[src/rtl/timer_pkg.sv]
// Shared general_timer types: PWM measurement state enum and default counter width.
// No logic; latency and backpressure not applicable.
package timer_pkg;

    localparam int PWM_MEAS_CNT_W = 32;

    typedef enum logic [1:0] {
        IDLE = 2'd0,
        ARM  = 2'd1,
        HIGH = 2'd2,
        LOW  = 2'd3
    } pwm_meas_state_e;

endpackage

[src/rtl/pwm_meas_sync.sv]
// PWM input conditioning: 2-flop sync, optional glitch filter (PWM_MEAS_FILTER_EN), registered level, edge detect.
// Pin-to-edge latency 3 cycles (3+FILT_LEN filtered); free-running, no backpressure.
module pwm_meas_sync #(
    parameter int FILT_LEN = 4
) (
    input  logic clk,
    input  logic rst,
    input  logic pwm_i,
    output logic level_o,
    output logic rise_det_o,
    output logic fall_det_o
);

    logic sync1_q, sync1_d;
    logic sync2_q, sync2_d;
    logic level_q, level_d;
    logic prev_q,  prev_d;

`ifdef PWM_MEAS_FILTER_EN
    localparam int FCNT_W = $clog2(FILT_LEN + 1);

    logic              filt_q, filt_d;
    logic [FCNT_W-1:0] fcnt_q, fcnt_d;

    // A new level is accepted only after FILT_LEN consecutive agreeing samples.
    always_comb begin
        filt_d = filt_q;
        fcnt_d = '0;
        if (sync2_q != filt_q) begin
            if (fcnt_q == FCNT_W'(FILT_LEN - 1)) begin
                filt_d = sync2_q;
            end else begin
                fcnt_d = fcnt_q + 1'b1;
            end
        end
    end

    always_ff @(posedge clk or posedge rst) begin
        if (rst) begin
            filt_q <= 1'b0;
            fcnt_q <= '0;
        end else begin
            filt_q <= filt_d;
            fcnt_q <= fcnt_d;
        end
    end

    always_comb level_d = filt_q;
`else
    always_comb level_d = sync2_q;
`endif

    always_comb begin
        sync1_d = pwm_i;
        sync2_d = sync1_q;
        prev_d  = level_q;
    end

    always_ff @(posedge clk or posedge rst) begin
        if (rst) begin
            sync1_q <= 1'b0;
            sync2_q <= 1'b0;
            level_q <= 1'b0;
            prev_q  <= 1'b0;
        end else begin
            sync1_q <= sync1_d;
            sync2_q <= sync2_d;
            level_q <= level_d;
            prev_q  <= prev_d;
        end
    end

    assign level_o    = level_q;
    assign rise_det_o = level_q & ~prev_q;
    assign fall_det_o = ~level_q & prev_q;

endmodule

[src/rtl/pwm_meas.sv]
// PWM period/high-time measurement with sticky ovf/timeout/irq; glitch filter via PWM_MEAS_FILTER_EN.
// meas_stb one cycle after the terminating rise_det; free-running input, no backpressure.
module pwm_meas
    import timer_pkg::*;
#(
    parameter int CNT_W    = PWM_MEAS_CNT_W,
    parameter int FILT_LEN = 4
) (
    input  logic             clk,
    input  logic             rst,
    input  logic             en,
    input  logic             pwm_i,
    input  logic [CNT_W-1:0] timeout_val,
    input  logic             irq_clr,
    output logic [CNT_W-1:0] period_val,
    output logic [CNT_W-1:0] high_val,
    output logic             meas_stb,
    output logic             ovf,
    output logic             timeout,
    output logic             busy,
    output logic             irq
);

    localparam logic [CNT_W-1:0] CNT_MAX = '1;

    pwm_meas_state_e  state_q, state_d;
    logic [CNT_W-1:0] per_cnt_q, per_cnt_d;
    logic [CNT_W-1:0] high_cnt_q, high_cnt_d;
    logic [CNT_W-1:0] high_hold_q, high_hold_d;
    logic [CNT_W-1:0] period_val_q, period_val_d;
    logic [CNT_W-1:0] high_val_q, high_val_d;
    logic             meas_stb_q, meas_stb_d;
    logic             ovf_q, ovf_d;
    logic             timeout_q, timeout_d;
    logic             irq_q, irq_d;

    logic level, rise_det, fall_det;
    logic sat_hit, to_hit, ovf_ev, to_ev;

    pwm_meas_sync #(
        .FILT_LEN (FILT_LEN)
    ) u_sync (
        .clk        (clk),
        .rst        (rst),
        .pwm_i      (pwm_i),
        .level_o    (level),
        .rise_det_o (rise_det),
        .fall_det_o (fall_det)
    );

    // per_cnt never trails high_cnt, so it alone guards saturation.
    assign sat_hit = (per_cnt_q == CNT_MAX);
    assign to_hit  = (timeout_val != '0) && (per_cnt_q == timeout_val);

    always_comb begin
        state_d      = state_q;
        per_cnt_d    = per_cnt_q;
        high_cnt_d   = high_cnt_q;
        high_hold_d  = high_hold_q;
        period_val_d = period_val_q;
        high_val_d   = high_val_q;
        meas_stb_d   = 1'b0;
        ovf_ev       = 1'b0;
        to_ev        = 1'b0;

        unique case (state_q)
            IDLE: begin
                per_cnt_d  = '0;
                high_cnt_d = '0;
                if (en) state_d = ARM;
            end
            ARM: begin
                per_cnt_d  = '0;
                high_cnt_d = '0;
                if (rise_det && level) state_d = HIGH;
            end
            HIGH: begin
                if (sat_hit) begin
                    ovf_ev  = 1'b1;
                    state_d = ARM;
                end else if (to_hit) begin
                    to_ev   = 1'b1;
                    state_d = ARM;
                end else begin
                    per_cnt_d  = per_cnt_q + 1'b1;
                    high_cnt_d = high_cnt_q + 1'b1;
                    if (fall_det) begin
                        high_hold_d = high_cnt_q;
                        state_d     = LOW;
                    end
                end
            end
            LOW: begin
                if (sat_hit) begin
                    ovf_ev  = 1'b1;
                    state_d = ARM;
                end else if (to_hit) begin
                    to_ev   = 1'b1;
                    state_d = ARM;
                end else if (rise_det) begin
                    period_val_d = per_cnt_q + 1'b1;
                    high_val_d   = high_hold_q + 1'b1;
                    meas_stb_d   = 1'b1;
                    per_cnt_d    = '0;
                    high_cnt_d   = '0;
                    state_d      = HIGH;
                end else begin
                    per_cnt_d = per_cnt_q + 1'b1;
                end
            end
            default: state_d = IDLE;
        endcase

        if (!en) begin
            state_d      = IDLE;
            per_cnt_d    = '0;
            high_cnt_d   = '0;
            period_val_d = period_val_q;
            high_val_d   = high_val_q;
            meas_stb_d   = 1'b0;
            ovf_ev       = 1'b0;
            to_ev        = 1'b0;
        end

        // The visible strobe cycle also counts as a set, so a clear issued on it loses.
        ovf_d     = ovf_ev | (ovf_q & ~irq_clr);
        timeout_d = to_ev | (timeout_q & ~irq_clr);
        irq_d     = meas_stb_d | meas_stb_q | ovf_ev | to_ev | (irq_q & ~irq_clr);
    end

    always_ff @(posedge clk or posedge rst) begin
        if (rst) begin
            state_q      <= IDLE;
            per_cnt_q    <= '0;
            high_cnt_q   <= '0;
            high_hold_q  <= '0;
            period_val_q <= '0;
            high_val_q   <= '0;
            meas_stb_q   <= 1'b0;
            ovf_q        <= 1'b0;
            timeout_q    <= 1'b0;
            irq_q        <= 1'b0;
        end else begin
            state_q      <= state_d;
            per_cnt_q    <= per_cnt_d;
            high_cnt_q   <= high_cnt_d;
            high_hold_q  <= high_hold_d;
            period_val_q <= period_val_d;
            high_val_q   <= high_val_d;
            meas_stb_q   <= meas_stb_d;
            ovf_q        <= ovf_d;
            timeout_q    <= timeout_d;
            irq_q        <= irq_d;
        end
    end

    assign period_val = period_val_q;
    assign high_val   = high_val_q;
    assign meas_stb   = meas_stb_q;
    assign ovf        = ovf_q;
    assign timeout    = timeout_q;
    assign busy       = (state_q != IDLE);
    assign irq        = irq_q;

endmodule

[config.mk]
export PLATFORM = sky130hd
export DESIGN_NAME = pwm_meas
export DESIGN_NICKNAME = d
export VERILOG_FILES = /design/src/rtl/timer_pkg.sv /design/src/rtl/pwm_meas_sync.sv /design/src/rtl/pwm_meas.sv
export SDC_FILE = /design/constraint.sdc
export NUM_CORES = 1
export LEC_CHECK = 0
export BUFFER_PORTS_ARGS = -buffer_cell sky130_fd_sc_hd__buf_2
export CORE_ASPECT_RATIO = 1.1
export CORE_MARGIN = 5
export CORE_UTILIZATION = 53
export DETAILED_ROUTE_END_ITERATION = 10
export HOLD_SLACK_MARGIN = 0.06
export PLACE_DENSITY = 0.81
export SLEW_MARGIN = 0
export SYNTH_ARGS = -nofsm -noshare
export SYNTH_HDL_FRONTEND = slang
export SYNTH_SLANG_ARGS = --single-unit
[constraint.sdc]
create_clock -name clk -period 4.74 [get_ports clk]
set_input_delay 0.237 -clock clk [delete_from_list [all_inputs] [get_ports clk]]
set_output_delay 0.237 -clock clk [all_outputs]
set_load 0.02 [all_outputs]
## After elaboration in Yosys (flattened, before gate mapping)

Index checks and enable logic that the tools add are counted.

- Register bits: 170
- Bits of input ports: 37
- Output and inout port bits: 69

- $add $sub $neg: 3
- Eq/ne operators: 13
- Muxes and demuxes: 35
- Bitwise gates (word level): 16
- Reduce and logical (&&, ||, !) cells: 12

Operator list:

| cell | number |
|---|---|
| $mux 32 | 12 |
| $pmux 32 s3 | 2 |
| $add 32x1->32 const B | 3 |
| $eq 32x32->1 | 1 |
| $eq 32x32->1 const B | 1 |
| $reduce_bool 32->1 | 1 |
| $ne 3x3->1 const B | 6 |
| $mux 2 | 8 |
| $mux 1 | 12 |
| $ne 5x5->1 const B | 2 |
| $reduce_and 5->1 | 2 |
| $pmux 2 s4 | 1 |
| $reduce_and 4->1 | 2 |
| $or 1x1->1 | 6 |
| $and 1x1->1 | 5 |
| $not 1->1 | 5 |
| $eq 2x2->1 const B | 2 |
| $reduce_or 2->1 | 2 |
| $reduce_and 3->1 | 1 |
| $eq 2x1->1 const B | 1 |
| $logic_and 1x1->1 | 2 |
| $logic_not 2->1 | 1 |
| $reduce_bool 2->1 | 1 |

## Logic depth before layout (Yosys ltp)

Gate-level depths: netlist of the first run.

- Depth after elaboration: 11
- Depth in mapped cells: 12
- Depth with buffers taken out: 8

## By module

A second synthesis of the first run with hierarchy kept.

- Cells, all modules: 890
- Area, all modules: 9200.1 um^2

By module, submodules not included:

| module | times used | cells an instance | area an instance (um^2) | sequential area each (um^2) |
|---|---|---|---|---|
| pwm_meas | 1 | 883 | 9081.2 | 4154.0 |
| pwm_meas_sync | 1 | 7 | 118.9 | 100.1 |

## Least setup slack after synthesis of the first run

OpenSTA, ideal clock, no wires.

- Kind: register to register
- From: reg per_cnt_q[0]
- To: reg high_cnt_q[10]
- Data arrival time: 2318 ps
- Data required time: 4662 ps
- Slack: 2344 ps
- Cell stages (with the launch flop): 11
- Buffers on the path: 2
- Period minus slack after synthesis: 2396 ps
- Path through: dfrtp_1 ha_1 and3_1 and3_1 nand2_1 o32a_1 buf_6 o21ai_2 buf_6 or4_1 a21oi_1

- Longest elaborated chain between the ends: 4
- Elaborated cells between the ends (all ways): 8

RTL lines:

| element | RTL line | source |
|---|---|---|
| start, declared | pwm_meas.sv:27 | `logic [CNT_W-1:0] per_cnt_q, per_cnt_d;` |
| start signal, assigned | pwm_meas.sv:145 | `per_cnt_q <= per_cnt_d;` |
| $eq 32x32->1 | pwm_meas.sv:53 | `assign to_hit = (timeout_val != '0) && (per_cnt_q == timeout_val);` |
| $logic_and 1x1->1 | pwm_meas.sv:53 |  |
| $ne 3x3->1 (no source line) | n/a |  |
| $reduce_and 5->1 (no source line) * | n/a |  |
| end signal, assigned | pwm_meas.sv:146 | `high_cnt_q <= high_cnt_d;` |
| end, declared | pwm_meas.sv:28 | `logic [CNT_W-1:0] high_cnt_q, high_cnt_d;` |

Mark *: on every way between the ends. The rest lies on a longest branch, timed or not.
A chain may end at the register's enable or synchronous reset.

## Final worst setup path of the first run

- From: reg per_cnt_q[0]
- To: reg high_hold_q[17]

- Longest elaborated chain between the ends: 4
- Elaborated cells between the ends (all ways): 6

RTL lines:

| element | RTL line | source |
|---|---|---|
| $eq 32x32->1 | pwm_meas.sv:53 |  |
| $logic_and 1x1->1 | pwm_meas.sv:53 |  |
| $not 1->1 (no source line) | n/a |  |
| $reduce_and 4->1 (no source line) * | n/a |  |
| end signal, assigned | pwm_meas.sv:147 | `high_hold_q <= high_hold_d;` |
| end, declared | pwm_meas.sv:29 | `logic [CNT_W-1:0] high_hold_q, high_hold_d;` |

Marked as above.

==> results.toml, run 1 <==
[worst_setup_path]
endpoint = "high_hold_q[17]$_DFFE_PP0P_"
r2r_slack_ns = 1.25
crit_path_start = "per_cnt_q[0]$_DFFE_PP0P_"
reg2reg_from = "per_cnt_q[0]$_DFFE_PP0P_"
regToRegEndpoint = "high_hold_q[17]$_DFFE_PP0P_"
worstPathRequired_ns = 5.05
crit_path_start_kind = "flop"
worstSetupPathType = "flop to flop"
reg2reg_depth = 8
path_max_fanout = 17
cp.arrival_ns = 3.79
cp-end-kind = "flop"

[sta]
tightest_slew_ns = 1.04
drv_slew = 0
slew_headroom_pct = 30.5
hold_viol = 0
period_needed_ns = 3.49
min_period_over_period_pct = 73.6
setup_viol_count_final = 0
finalSetupTns_ns = 0
fin_skew_ns = 0.0118
rsz0062_at_grt = "no"
fmax_mhz = 287

[drt]
routed_wl_um = 21800
vias = 7285
drtAntennaViolNets = 0
initialDrtViolationCount = 486
wl_per_cell_um = 17.8
drtPass1Iterations = 5
vias_per_cell = 5.95
route.detailed.drc = 0

[grt]
met2_usage_pct = 35.3
met1_usage_pct = 31.6
antenna_found_initial = 1
grtUsageTotal_pct = 22.6
gr-usage-met3_pct = 4.34
grt_max_degree = 125
gr-max-usage-layer = "met2"
grt_overflow_total = 0
grt_pass1_vias = 7035
grt_pass1_wl_um = 36000

[logic_synthesis]
synth_area_leaders = "dfrtp_1 (47%), xor2_1 (6.3%), a21oi_1 (4.7%)"
synth-edff-count = 0
synth.most_common_cell = "dfrtp_1"
synth.yosys.warnings = 0
ys_types = 60
syn_nets = 970
ys_seq_elements = 170
ys_seq_area_share_pct = 47.4
synth_area_um2 = 8970
avgSynthCellArea_um2 = 9.64
synthCells = 930
synth_top_cell_by_area = "dfrtp_1"
ys.flop_type = "dfrtp_1"
synth_common_cells = "dfrtp_1 (170), nor2_1 (97), a21oi_1 (84)"
netlist.area_leader.share_pct = 47.4
synthArstFlopShare_pct = 100

[layout]
final_cell_count_no_fill = 1224
num-nets-final = 1047
fillers = 1392
area_growth_pct = 13.3
drive_gt1_share_pct = 16.4

[power]
power_density_nw_per_um2 = 363
peakVddDrop_mv = 0.256
leakage_nw = 4.67

[floorplan]
start_util_pct = 54.4
die-height_um = 146
dieArea_um2 = 19600
num_rows = 49
die_x_um = 134
core-area_um2 = 16500
io_pins = 106

[place]
hpwl_um = 15300
gp_congestion = 1.00
port_buffers = 105
post-place-cells = 1190

[job]
drv_cap = 0

[min_path]
holdCritPathClass = "input port to asynchronous set/reset pin"

[cts]
cts_tree = "built"
cts_resized = 0
cts_sinks = 170
clk_pin_slew_ns = 0.07
clkLatencyLatePin_ns = 0.44
cts_buffers = 17
clk_path_buf_depth = 2
clock_tree.root_cell = "clkbuf_16"
h-tree-depth = 4

[run_status]
status = "completed"
-- state kept, by name, summed over array words and instances (netlist names), 2 cells and up --
register and count:
high_hold_q 32, state_q 2, high_val 32, period_val 32
per_cnt_q 32, high_cnt_q 32
-- area by class of cell --
class | instances | area, µm² | area share, %
repair buffers | 114 | 611 | 6.01
well taps | 204 | 255 | 2.51
clock buffers | 19 | 453 | 4.46
inverters | 16 | 63.8 | 0.628
multi-input cells | 688 | 4360 | 42.9
flip-flops and latches | 170 | 4250 | 41.9
diodes | 1 | 2.50 | 0.0246
clock inverters | 12 | 161 | 1.59
-- what timing repair did --
item,CTS,global route
hold endpoints to repair,2,0
buffers inserted,0,0
hold buffers,2,0
-- through the flow --
step                      worst slack [ns]  total power, mW  hold slack [ns]  util [%]  instance area [µm²]
after CTS                             1.27             3.72           0.0721      61.6                10200
final                                 1.25             3.69           0.0421      61.6                10200
after global placement                1.44             2.25            0.339      57.7                 9520
after global routing                  1.08             3.85            0.100      61.6                10200
after floorplan                       2.33             2.05            0.268         -                 8970
after detailed placement              1.30             2.27            0.339      57.7                 9520
-- report_power, final --
group          leakage [nW]  internal, mW  switching [mW]
Sequential             2.31          1.59          0.0692
Combinational          2.07         0.193           0.380
Clock                 0.293         0.861           0.597
-- worst max-delay path, stage by stage, from the launching register on --
cell	delay (ns)
dfrtp_1	0.46
ha_1	0.30
and3_1	0.26
and3_1	0.25
nand2_1	0.13
o32a_1	0.66
nand3_2	0.55
buf_4	0.39
mux2_1	0.34
-- metal layers --
layer | up-vias | share of wire, %
met5 | - | 0
met4 | 0 | 2.3
met3 | 46 | 6.1
met2 | 268 | 48
met1 | 3488 | 44
li1 | 3483 | -
-- placed cells by master (no fill, tap or decap), types with 7 or more instances in the layout --
cell type	instances
or3_1	11
inv_1	15
a21oi_1	84
or4_1	8
o21ai_0	38
mux2_1	34
nor2_1	97
buf_2	105
xor2_1	64
and4_1	12
xnor2_1	29
and3_1	26
and2_1	10
o31ai_1	20
nand2_1	67
dfrtp_1	170
o21ai_1	22
nand3_1	49
clkbuf_16	17
nor4_1	18
nor3_1	7
a31oi_1	8
nand4_1	21
-- cells by family after synthesis --
kind of cell	count (synthesis)	synth area share [%]
adder cells (fa/ha/maj)	3	0.419
buffers and inverters	72	4.03
multiplexers	43	5.34
XOR/XNOR	93	9.08
AO/OA/AOI/OAI	195	12.6
AND/OR/NAND/NOR	354	21.0
flip-flops	170	47.4
-- worst min-delay path by stage --
| stage | cells past startpoint | startpoint | endpoint | slack [ns] |
|---|---|---|---|---|
| after floorplan | 0 | pwm_i | u_sync.sync1_q$_DFF_PP0_ | 0.27 |
| after global placement | 0 | u_sync.sync1_q$_DFF_PP0_ | u_sync.level_d$_DFF_PP0_ | 0.34 |
| after detailed placement | 0 | u_sync.level_d$_DFF_PP0_ | u_sync.level_o$_DFF_PP0_ | 0.34 |
| after CTS | 2 | rst | period_val[12]$_DFFE_PP0P_ | 0.07 |
| after global routing | 3 | en | state_q[1]$_DFFE_PP0P_ | 0.10 |
| final | 2 | rst | period_val[12]$_DFFE_PP0P_ | 0.04 |
Note: power is estimated with default switching activity, not from simulation.
==> run 2: changes to the inputs <==
==> constraint.sdc (replaced) <==
create_clock -name clk -period 3.15 [get_ports clk]
set_input_delay 0.1575 -clock clk [delete_from_list [all_inputs] [get_ports clk]]
set_output_delay 0.1575 -clock clk [all_outputs]
set_load 0.02 [all_outputs]
==> run 2 against run 1 <==
Fmax increased by 20%. Critical path type unchanged. Design area increased by 2.4%. Non-clock buffer count increased by 26.
==> results.toml, run 2 (synthesized netlist as in run 1, its figures left out) <==
[run_status]
status = "completed"

[layout]
layout.cells.most_common_list = "dfrtp_1 (170), buf_2 (105), nor2_1 (97)"
final_cell_count_no_fill = 1250
num-nets-final = 1073
area_growth_pct = 16.0
diodes = 0
layout_commonest_cell = "dfrtp_1"
drive_gt1_share_pct = 18.4

[sta]
finalSetupTns_ns = 0
drv_slew = 0
whs_ns = 0.352
setup_viol_count_final = 0
fin_skew_ns = 0.00991
slew_headroom_pct = 35.9
period_needed_ns = 2.90
hold_viol = 0
rsz0062_at_grt = "no"
tightest_slew_ns = 0.961
fmax_mhz = 345
min_period_over_period_pct = 92.0

[grt]
met1_usage_pct = 32.2
met2_usage_pct = 37.7
gr-max-usage-layer = "met2"
gr-usage-met3_pct = 4.51
grt_max_degree = 171
grt_pass1_wl_um = 37500
grt_pass1_vias = 7381
antenna_found_initial = 0
grtUsageTotal_pct = 23.5
grt_overflow_total = 0

[floorplan]
num_rows = 49
core-area_um2 = 16500
die_x_um = 134
io_pins = 106
start_util_pct = 54.4
die-height_um = 146
dieArea_um2 = 19600

[power]
leakage_nw = 4.84
power_density_nw_per_um2 = 540
peakVddDrop_mv = 0.370

[cts]
cts_sinks = 170
h-tree-depth = 4
clk_path_buf_depth = 2
clk_pin_slew_ns = 0.07
cts_tree = "built"
clock_tree.root_cell = "clkbuf_16"
clkLatencyLatePin_ns = 0.44
cts_buffers = 17

[drt]
routed_wl_um = 22400
initialDrtViolationCount = 606
drtAntennaViolNets = 0
wl_per_cell_um = 17.9
route.detailed.drc = 0
drtPass1Iterations = 5
vias_per_cell = 5.93
vias = 7412

[place]
port_buffers = 105
gp_congestion = 0.987
post-place-cells = 1214
hpwl_um = 15900

[worst_setup_path]
crit_path_start_kind = "flop"
r2r_slack_ns = 0.25
path_max_fanout = 16
cp-end-kind = "flop"
worstSetupPathType = "flop to flop"
worstPathRequired_ns = 3.49
cp.arrival_ns = 3.24

[job]
drv_cap = 0

[min_path]
holdCritPathClass = "input port to flop"
==> run 2: changes by cell type in the layout (fill, tap and decap cells not counted) <==
| cell | change |
|---|---|
| buf_4 | +22 |
| clkinvlp_4 | -3 |
| buf_12 | +2 |
| clkinv_4 | +2 |
| dlygate4sd3_1 | +2 |
| inv_8 | +2 |
| diode_2 | -1 |
| o21ai_2 | -1 |
| o21ai_4 | +1 |
==> run 2: worst max-delay path, stage by stage, from the launching register on <==
cell and delay [ns]:
dfrtp_1 0.49, ha_1 0.30, and3_1 0.29, and3_1 0.34, nand2_1 0.15, o32a_1 0.25
buf_4 0.23, nor2_4 0.29, buf_4 0.25, o21ai_0 0.12, o31ai_1 0.09
==> run 2: final cells by class <==
cell class / instances / area, µm²
inverter: 16 / 63.8
multi-input combinational: 688 / 4370
clock buffer: 19 / 453
clock inverter: 13 / 179
timing repair buffer: 140 / 836
tap: 204 / 255
fill: 1337 / 6090
sequential: 170 / 4250
==> run 2: through the flow <==
stage	utilization (%)	worst slack, ns	cell area [µm²]	power (mW)
after floorplan	-	0.754	8970	3.08
after global placement	59.0	0.342	9730	3.40
after detailed placement	59.0	0.265	9730	3.42
after CTS	63.1	0.182	10400	5.67
after global routing	63.1	0.102	10400	5.86
final	63.1	0.253	10400	5.62
==> run 2: power breakdown <==
group	switching, mW	total [mW]	internal (mW)	leakage [nW]
registers	0.105	2.50	2.39	2.31
logic	0.576	0.874	0.298	2.21
clock network	0.933	2.25	1.31	0.313
total	1.61	5.62	4.00	4.84
==> run 2: path summary, 6_finish.rpt <==
kind,startpoint,endpoint,depth (start not counted)
min in group asynchronous,rst,period_val[14]$_DFFE_PP0P_,4
worst min-delay path,pwm_i,u_sync.sync1_q$_DFF_PP0_,2
worst max register to register,per_cnt_q[0]$_DFFE_PP0P_,per_cnt_q[20]$_DFFE_PP0P_,10
worst max-delay path,per_cnt_q[0]$_DFFE_PP0P_,per_cnt_q[20]$_DFFE_PP0P_,10
max in group asynchronous,rst,per_cnt_q[9]$_DFFE_PP0P_,4
worst min register to register,u_sync.level_d$_DFF_PP0_,u_sync.level_o$_DFF_PP0_,0
==> run 2: what timing repair did <==
item	4_1_cts	5_1_grt
gates resized for setup	0	1
setup endpoints to repair	0	1
endpoints found under the hold margin	7	0
hold buffers	4	0
setup buffers	0	0
==> run 2: routing by layer <==
layer / vias to the layer above / routed length, µm / part of all wire (%)
met2: 263 / 10800 / 48
met5: - / 0 / 0
met3: 36 / 1220 / 5.5
met1: 3573 / 9870 / 44
met4: 0 / 429 / 1.9
li1: 3540 / - / -
